## src/rtl/dmem_arbiter.sv

```systemverilog
// dmem_arbiter: round-robin arbiter and access sequencer that shares the
// single-port data memory between the CPU MEM stage and the DMA loader.
// Each granted access spends WAIT_CYCLES+1 cycles in ACCESS and one cycle in
// DONE, where the owner's completion pulse is raised.
module dmem_arbiter #(
   parameter int unsigned ADDR_W      = 32,
   parameter int unsigned DATA_W      = 32,
   parameter int unsigned WAIT_CYCLES = 0
) (
   input  logic              clk,
   input  logic              rst,
   // CPU port
   input  logic              cpu_req,
   input  logic              cpu_we,
   input  logic [ADDR_W-1:0] cpu_addr,
   input  logic [DATA_W-1:0] cpu_wdata,
   output logic              cpu_done,
   output logic              cpu_stall,
   // DMA port
   input  logic              dma_req,
   input  logic              dma_we,
   input  logic [ADDR_W-1:0] dma_addr,
   input  logic [DATA_W-1:0] dma_wdata,
   output logic              dma_done,
   // shared read data
   output logic [DATA_W-1:0] rdata,
   // memory side
   output logic [ADDR_W-1:0] mem_addr,
   output logic [DATA_W-1:0] mem_wdata,
   output logic              mem_we,
   input  logic [DATA_W-1:0] mem_rdata,
   output logic              busy
);

   typedef enum logic [1:0] {
      S_IDLE,
      S_ACCESS,
      S_DONE
   } state_t;

   typedef enum logic {
      OWN_CPU,
      OWN_DMA
   } owner_t;

   localparam logic [7:0] LP_WAIT = 8'(WAIT_CYCLES);

   state_t              r_state;
   state_t              w_next_state;
   owner_t              r_owner;
   owner_t              r_last_owner;
   owner_t              w_grant_owner;
   logic                w_any_req;
   logic                w_last_access;
   logic                r_we;
   logic [ADDR_W-1:0]   r_addr;
   logic [DATA_W-1:0]   r_wdata;
   logic [DATA_W-1:0]   r_rdata;
   logic [7:0]          r_cnt;

   // Round-robin pick: a tie goes to the port that did not own the last access
   always_comb begin
      w_any_req     = cpu_req | dma_req;
      w_grant_owner = OWN_CPU;
      if (dma_req && (!cpu_req || (r_last_owner == OWN_CPU))) begin
         w_grant_owner = OWN_DMA;
      end
      w_last_access = (r_state == S_ACCESS) && (r_cnt == '0);
   end

   // State register; reset aborts any access in flight
   always_ff @(posedge clk or posedge rst) begin
      if (rst) begin
         r_state <= S_IDLE;
      end else begin
         r_state <= w_next_state;
      end
   end

   // Next-state logic
   always_comb begin
      w_next_state = r_state;
      case (r_state)
         S_IDLE: begin
            if (w_any_req) begin
               w_next_state = S_ACCESS;
            end
         end
         S_ACCESS: begin
            if (w_last_access) begin
               w_next_state = S_DONE;
            end
         end
         S_DONE: begin
            w_next_state = S_IDLE;
         end
         default: begin
            w_next_state = S_IDLE;
         end
      endcase
   end

   // Latch the granted request, run the wait counter, capture read data
   always_ff @(posedge clk or posedge rst) begin
      if (rst) begin
         r_owner      <= OWN_DMA;
         r_last_owner <= OWN_DMA;
         r_we         <= 1'b0;
         r_addr       <= '0;
         r_wdata      <= '0;
         r_rdata      <= '0;
         r_cnt        <= '0;
      end else begin
         case (r_state)
            S_IDLE: begin
               if (w_any_req) begin
                  r_owner <= w_grant_owner;
                  r_cnt   <= LP_WAIT;
                  if (w_grant_owner == OWN_DMA) begin
                     r_we    <= dma_we;
                     r_addr  <= dma_addr;
                     r_wdata <= dma_wdata;
                  end else begin
                     r_we    <= cpu_we;
                     r_addr  <= cpu_addr;
                     r_wdata <= cpu_wdata;
                  end
               end
            end
            S_ACCESS: begin
               if (r_cnt != '0) begin
                  r_cnt <= r_cnt - 8'd1;
               end else begin
                  r_rdata <= mem_rdata;
               end
            end
            S_DONE: begin
               r_last_owner <= r_owner;
            end
            default: begin
               r_cnt <= '0;
            end
         endcase
      end
   end

   // Outputs decoded from state; the write strobe fires only on the final ACCESS cycle
   always_comb begin
      mem_we    = w_last_access & r_we;
      cpu_done  = (r_state == S_DONE) && (r_owner == OWN_CPU);
      dma_done  = (r_state == S_DONE) && (r_owner == OWN_DMA);
      busy      = (r_state != S_IDLE);
      cpu_stall = cpu_req & ~cpu_done;
      mem_addr  = r_addr;
      mem_wdata = r_wdata;
      rdata     = r_rdata;
   end

endmodule
```

## config.mk

```make
export PLATFORM = sky130hd
export DESIGN_NAME = dmem_arbiter
export DESIGN_NICKNAME = d
export VERILOG_FILES = /design/src/rtl/dmem_arbiter.sv
export SDC_FILE = /design/constraint.sdc
export NUM_CORES = 1
export LEC_CHECK = 0
export BUFFER_PORTS_ARGS = -buffer_cell sky130_fd_sc_hd__buf_2
export CELL_PAD_IN_SITES_DETAIL_PLACEMENT = 0
export CELL_PAD_IN_SITES_GLOBAL_PLACEMENT = 2
export CORE_UTILIZATION = 26
export CTS_CLUSTER_SIZE = 28
export DETAILED_ROUTE_END_ITERATION = 10
export PLACE_DENSITY_LB_ADDON = 0.1
export RECOVER_POWER = 100
export SYNTH_ARGS = -nofsm -noshare
export SYNTH_HDL_FRONTEND = slang
export SYNTH_SLANG_ARGS = --single-unit
```

## constraint.sdc

```tcl
create_clock -name clk -period 5.4 [get_ports clk]
set_input_delay 1.62 -clock clk [delete_from_list [all_inputs] [get_ports clk]]
set_output_delay 1.62 -clock clk [all_outputs]
set_load 0.05 [all_outputs]
```

== After elaboration in Yosys (flattened, before gate mapping) ==
Index checks and enable logic that the tools add are counted.

* Bits in registers: 109
* Bits of input ports: 166

* $add $sub $neg: 1
* Eq/ne operators: 5
* Muxes and demuxes: 10
* Bitwise logic cells: 8
* Reductions and logical operators: 14

{| class="wikitable"
|+ Operators by type and width
! cell !! number
|-
| $mux W32 || 2
|-
| $pmux W8 S3 || 1
|-
| $mux W8 || 2
|-
| $logic_not A8 Y1 || 1
|-
| $reduce_bool A8 Y1 || 1
|-
| $sub A8 B1 Y8 const B || 1
|-
| $reduce_and A2 Y1 || 3
|-
| $not A1 Y1 || 5
|-
| $logic_and A1 B1 Y1 || 4
|-
| $mux W2 || 2
|-
| $ne A2 B2 Y1 const B || 2
|-
| $pmux W2 S2 || 1
|-
| $reduce_and A3 Y1 || 1
|-
| $and A1 B1 Y1 || 2
|-
| $eq A2 B1 Y1 const B || 1
|-
| $eq A2 B2 Y1 const B || 1
|-
| $logic_not A2 Y1 || 1
|-
| $mux W1 || 2
|-
| $ne A2 B1 Y1 const B || 1
|-
| $reduce_bool A2 Y1 || 1
|-
| $logic_not A1 Y1 || 1
|-
| $logic_or A1 B1 Y1 || 1
|-
| $or A1 B1 Y1 || 1
|}

== Longest topological paths before layout ==
* Depth after elaboration: 5
* Depth in mapped cells: 5
* Depth with buffers taken out: 5

== Least setup slack after synthesis ==
No wires, ideal clock.

* Path kind: input port to output port
* Start point: input port cpu_req
* End point: output port cpu_stall
* Data arrival time: 2327 ps
* Data required time: 3780 ps
* Slack: 1453 ps
* Stages on the path: 1
* Path buffers: 0
* Path through: nor2b_1

* Cells in the longest elaborated chain, start to end: 1

{| class="wikitable"
|+ RTL lines
! element !! line !! source
|-
| start, declared || 13 || <nowiki>input logic cpu_req,</nowiki>
|-
| $and A1 B1 Y1 || 153 || <nowiki>cpu_stall = cpu_req & ~cpu_done;</nowiki>
|-
| end, declared || 18 || <nowiki>output logic cpu_stall,</nowiki>
|}

No other way between the ends.

== Worst setup path in the final report ==
* Start point: register r_cnt[5]
* End point: output port mem_we

* Cells in the longest elaborated chain, start to end: 3

{| class="wikitable"
|+ RTL lines
! element !! line !! source
|-
| start, declared || 59 || <nowiki>logic [7:0] r_cnt;</nowiki>
|-
| start signal, assigned || 132 || <nowiki>r_cnt <= r_cnt - 8'd1;</nowiki>
|-
| $logic_not A8 Y1 || 68 || <nowiki>w_last_access = (r_state == S_ACCESS) && (r_cnt == '0);</nowiki>
|-
| $logic_and A1 B1 Y1 || 68 ||
|-
| $and A1 B1 Y1 || 149 || <nowiki>mem_we = w_last_access & r_we;</nowiki>
|-
| end, declared || 30 || <nowiki>output logic mem_we,</nowiki>
|}

No other way between the ends.

==> flow_summary.yaml <==
outcome:
  outcome: "complete, but fails checks"
  failed_checks: "max-capacitance violations, max-slew violations"
power:
  ir_drop_mv: 0.1735
  clock_power_share_pct: 15.1
  pwr_density_cell_mw_per_mm2: 700.8
  combPwrFrac_pct: 54.5
  seq_power_share_pct: 30.4
  swShare_pct: 53.44
  internal_power_w: 0.002201
  switchingPower_w: 0.002526
  p_leak_nw: 3.103
timing:
  finalHoldViolations: 0
  setup_viol: 0
  holdWs_ns: 0.4888
  fin_crit_sh_pct: 78.73
  grt_setup_unrepaired: "no"
  slew_headroom_pct: -90.27
  final.setup.tns_ns: 0
  skew_ns: 0.006127
  slew_violations: 164
  tightest_slew_ns: 2.838
  period_minus_slack_ns: 4.251
  fmax_mhz: 235.2
yosys:
  async_reset_ff_share_pct: 100.0
  synth_common_cells: "119 x o21ai_0, 107 x dfrtp_1, 68 x mux2i_1, 31 x mux2_1, 21 x clkbuf_1"
  yosysTopAreaCellShare_pct: 53.71
  synth_area_leaders: "dfrtp_1 54%, mux2i_1 14%, o21ai_0 12%"
  ys_warn_count: 0
  ys_ff_latch: 109
  syn_avg_cell_area_um2: 11.43
  synthFlopType: "dfrtp_1"
  syn-num-nets: 604
  yosys.area.top_type: "dfrtp_1"
  synthesis.area_mm2: 0.004985
  netlist_instances: 436
  synth_most_common_cell: "o21ai_0"
  ys_seq_area_share_pct: 54.77
  synth_edf_count: 0
  synth_cell_types: 34
grt:
  busiest_layer: "met2"
  grt_antenna_before_repair: 0
  grt_util_met2_pct: 27.79
  grt_pass1_wl_um: 22850
  grt_start_max_net_pins: 72
  overflow: 0
  grtUsageMet3_pct: 3.385
  met1_usage_pct: 16.81
  globalRouteTotalUtil_pct: 15.01
  grt_pass1_vias: 4334
clock_tree:
  clk_pin_slew_ns: 0.07
  h-tree-depth: 3
  cts_setup_buffers: 0
  cts_root_buf: "clkbuf_16"
  cts-buffers-inserted: 9
  cts_hold_repair.buffers: 0
  cts_buffer_depth: 2
  cts_tree: "done"
  cts-resized-gates: 0
  clock_sink_count: 109
  insertion_delay_ns: 0.35
floorplan:
  rows: 50
  initial_core_util_pct: 26.56
  dieWidth_um: 140.5
  die_y_um: 140.5
  core_area_mm2: 0.01877
  io_pins: 267
  die_area_mm2: 0.01973
worst_hold_path:
  hp-start: "rdata[11]"
  min_path_cells: 1
  hold_path.class: "flip-flop to flip-flop"
  min_to: "rdata[11]"
cells_and_area:
  nNetsFinal: 856
  area_growth_pct: 35.29
  n_antenna_cell: 0
  utilization_pct: 35.93
  drive_gt1_share_pct: 28.43
  stdcell_count: 927
detailed_routing:
  wl_per_cell_um: 15.86
  viasPerCell: 4.636
  first_pass_iters: 4
  ant_nets: 0
  vias: 4298
  wirelength_um: 14700
  first_iter_violations: 122
  drc: 0
placed_design:
  gp_congestion: 0.7256
  dp.cells: 911
  port_buffers: 266
  hpwl_um: 10390
worst_setup_path:
  worstSetupPathType: "flip-flop to output port"
  reg2reg_slack_ns: 1.96
  r2r-end: "mem_wdata[1]"
  cp-start-kind: "flip-flop"
  crit_slowest_cell: "nor3_1"
  path_cells: "nor3_1 -> nand4_2 -> buf_4 -> nor2_1 -> clkbuf_1"
  r2r_cells: 4
  crit_path_end_kind: "output port"
  slowest_delay_ns: 0.73
  crit_arrival_ns: 2.63
  r2r-start: "r_state[0]"
  cp_max_fo: 34
  cp.required_ns: 3.78
run:
  max_cap_violations: 3
## through the flow
step | total power, W | setup slack [ns] | instance area (um^2)
final | 0.004726 | 1.149 | 6744
after global routing | 0.005023 | 0.8545 | 6744
after CTS | 0.004912 | 1.556 | 6894
after detailed placement | 0.004172 | 1.555 | 6575
after global placement | 0.004148 | 1.543 | 6575
after floorplan | 0.003456 | 0.9094 | 4985
## placed cells by master, fill, tap and decap left out, types with 2 or more instances in the layout
master,n
o211ai_1,4
nand2b_1,3
bufinv_16,2
a21o_1,2
mux2i_1,68
inv_1,8
clkbuf_1,105
ha_1,2
a221oi_1,4
o21ai_0,132
dfrtp_1,107
nor2_1,7
buf_4,6
nand2_1,5
o41ai_1,2
or2_2,3
a2111oi_1,2
nor2b_1,3
dfstp_2,2
mux2_1,31
clkbuf_16,9
buf_2,165
a311o_1,2
## routing by layer
metal	wire length, um	vias to the layer above
met4	195	0
li1	-	2086
met2	7745	152
met5	0	-
met3	855	11
met1	5903	2049
## worst max path at each step
stage | from | to | slack (ns) | cells after the start
after floorplan | rst | mem_addr[0] | 0.91 | 1
after global placement | cpu_req | cpu_stall | 1.54 | 3
after detailed placement | cpu_req | cpu_stall | 1.56 | 3
after CTS | cpu_req | cpu_stall | 1.56 | 3
after global routing | cpu_req | mem_addr[3] | 0.85 | 4
final | r_cnt[5] | mem_we | 1.15 | 5
## state kept, by name, summed over array words and instances, names as in the netlist
signal / count
r_last_owner: 1
mem_wdata: 32
r_owner: 1
rdata: 32
mem_addr: 32
r_cnt: 8
r_we: 1
r_state: 2
## power groups by stage
stage / sequential [W] / combinational, W / clock [W]
global route: 0.00150 / 0.00276 / 0.000772
CTS: 0.00143 / 0.00273 / 0.000750
global placement: 0.00143 / 0.00271 / 0
floorplan: 0.00266 / 0.000795 / 0
finish: 0.00144 / 0.00257 / 0.000714
detailed placement: 0.00144 / 0.00273 / 0
## layout make-up
cell class	count	area, um^2
fill	1973	12020
sequential	109	2730
multi-input combinational	284	2090
timing repair buffer	274	1274
tap	234	292.8
clock buffer	13	250.2
clock inverter	3	68.82
inverter	10	38.79
## worst max-delay path: cells and delay by family (launching register included)
| kind | cells | cell delay [ns] |
|---|---|---|
| AND/OR/NAND/NOR | 3 | 1.04 |
| flip-flops | 1 | 0.42 |
| buffers and inverters | 2 | 0.81 |
## cells by family (layout without fill, tap and decap cells)
family,Yosys count,in the layout,synth area share (%)
fa+ha+maj,2,2,0.5019
flops,109,109,54.77
buf+inv,43,300,3.539
simple gates,29,29,3.514
compound gates,153,153,16.79
mux,100,100,20.88
Note: power is estimated with default switching activity, not from simulation.
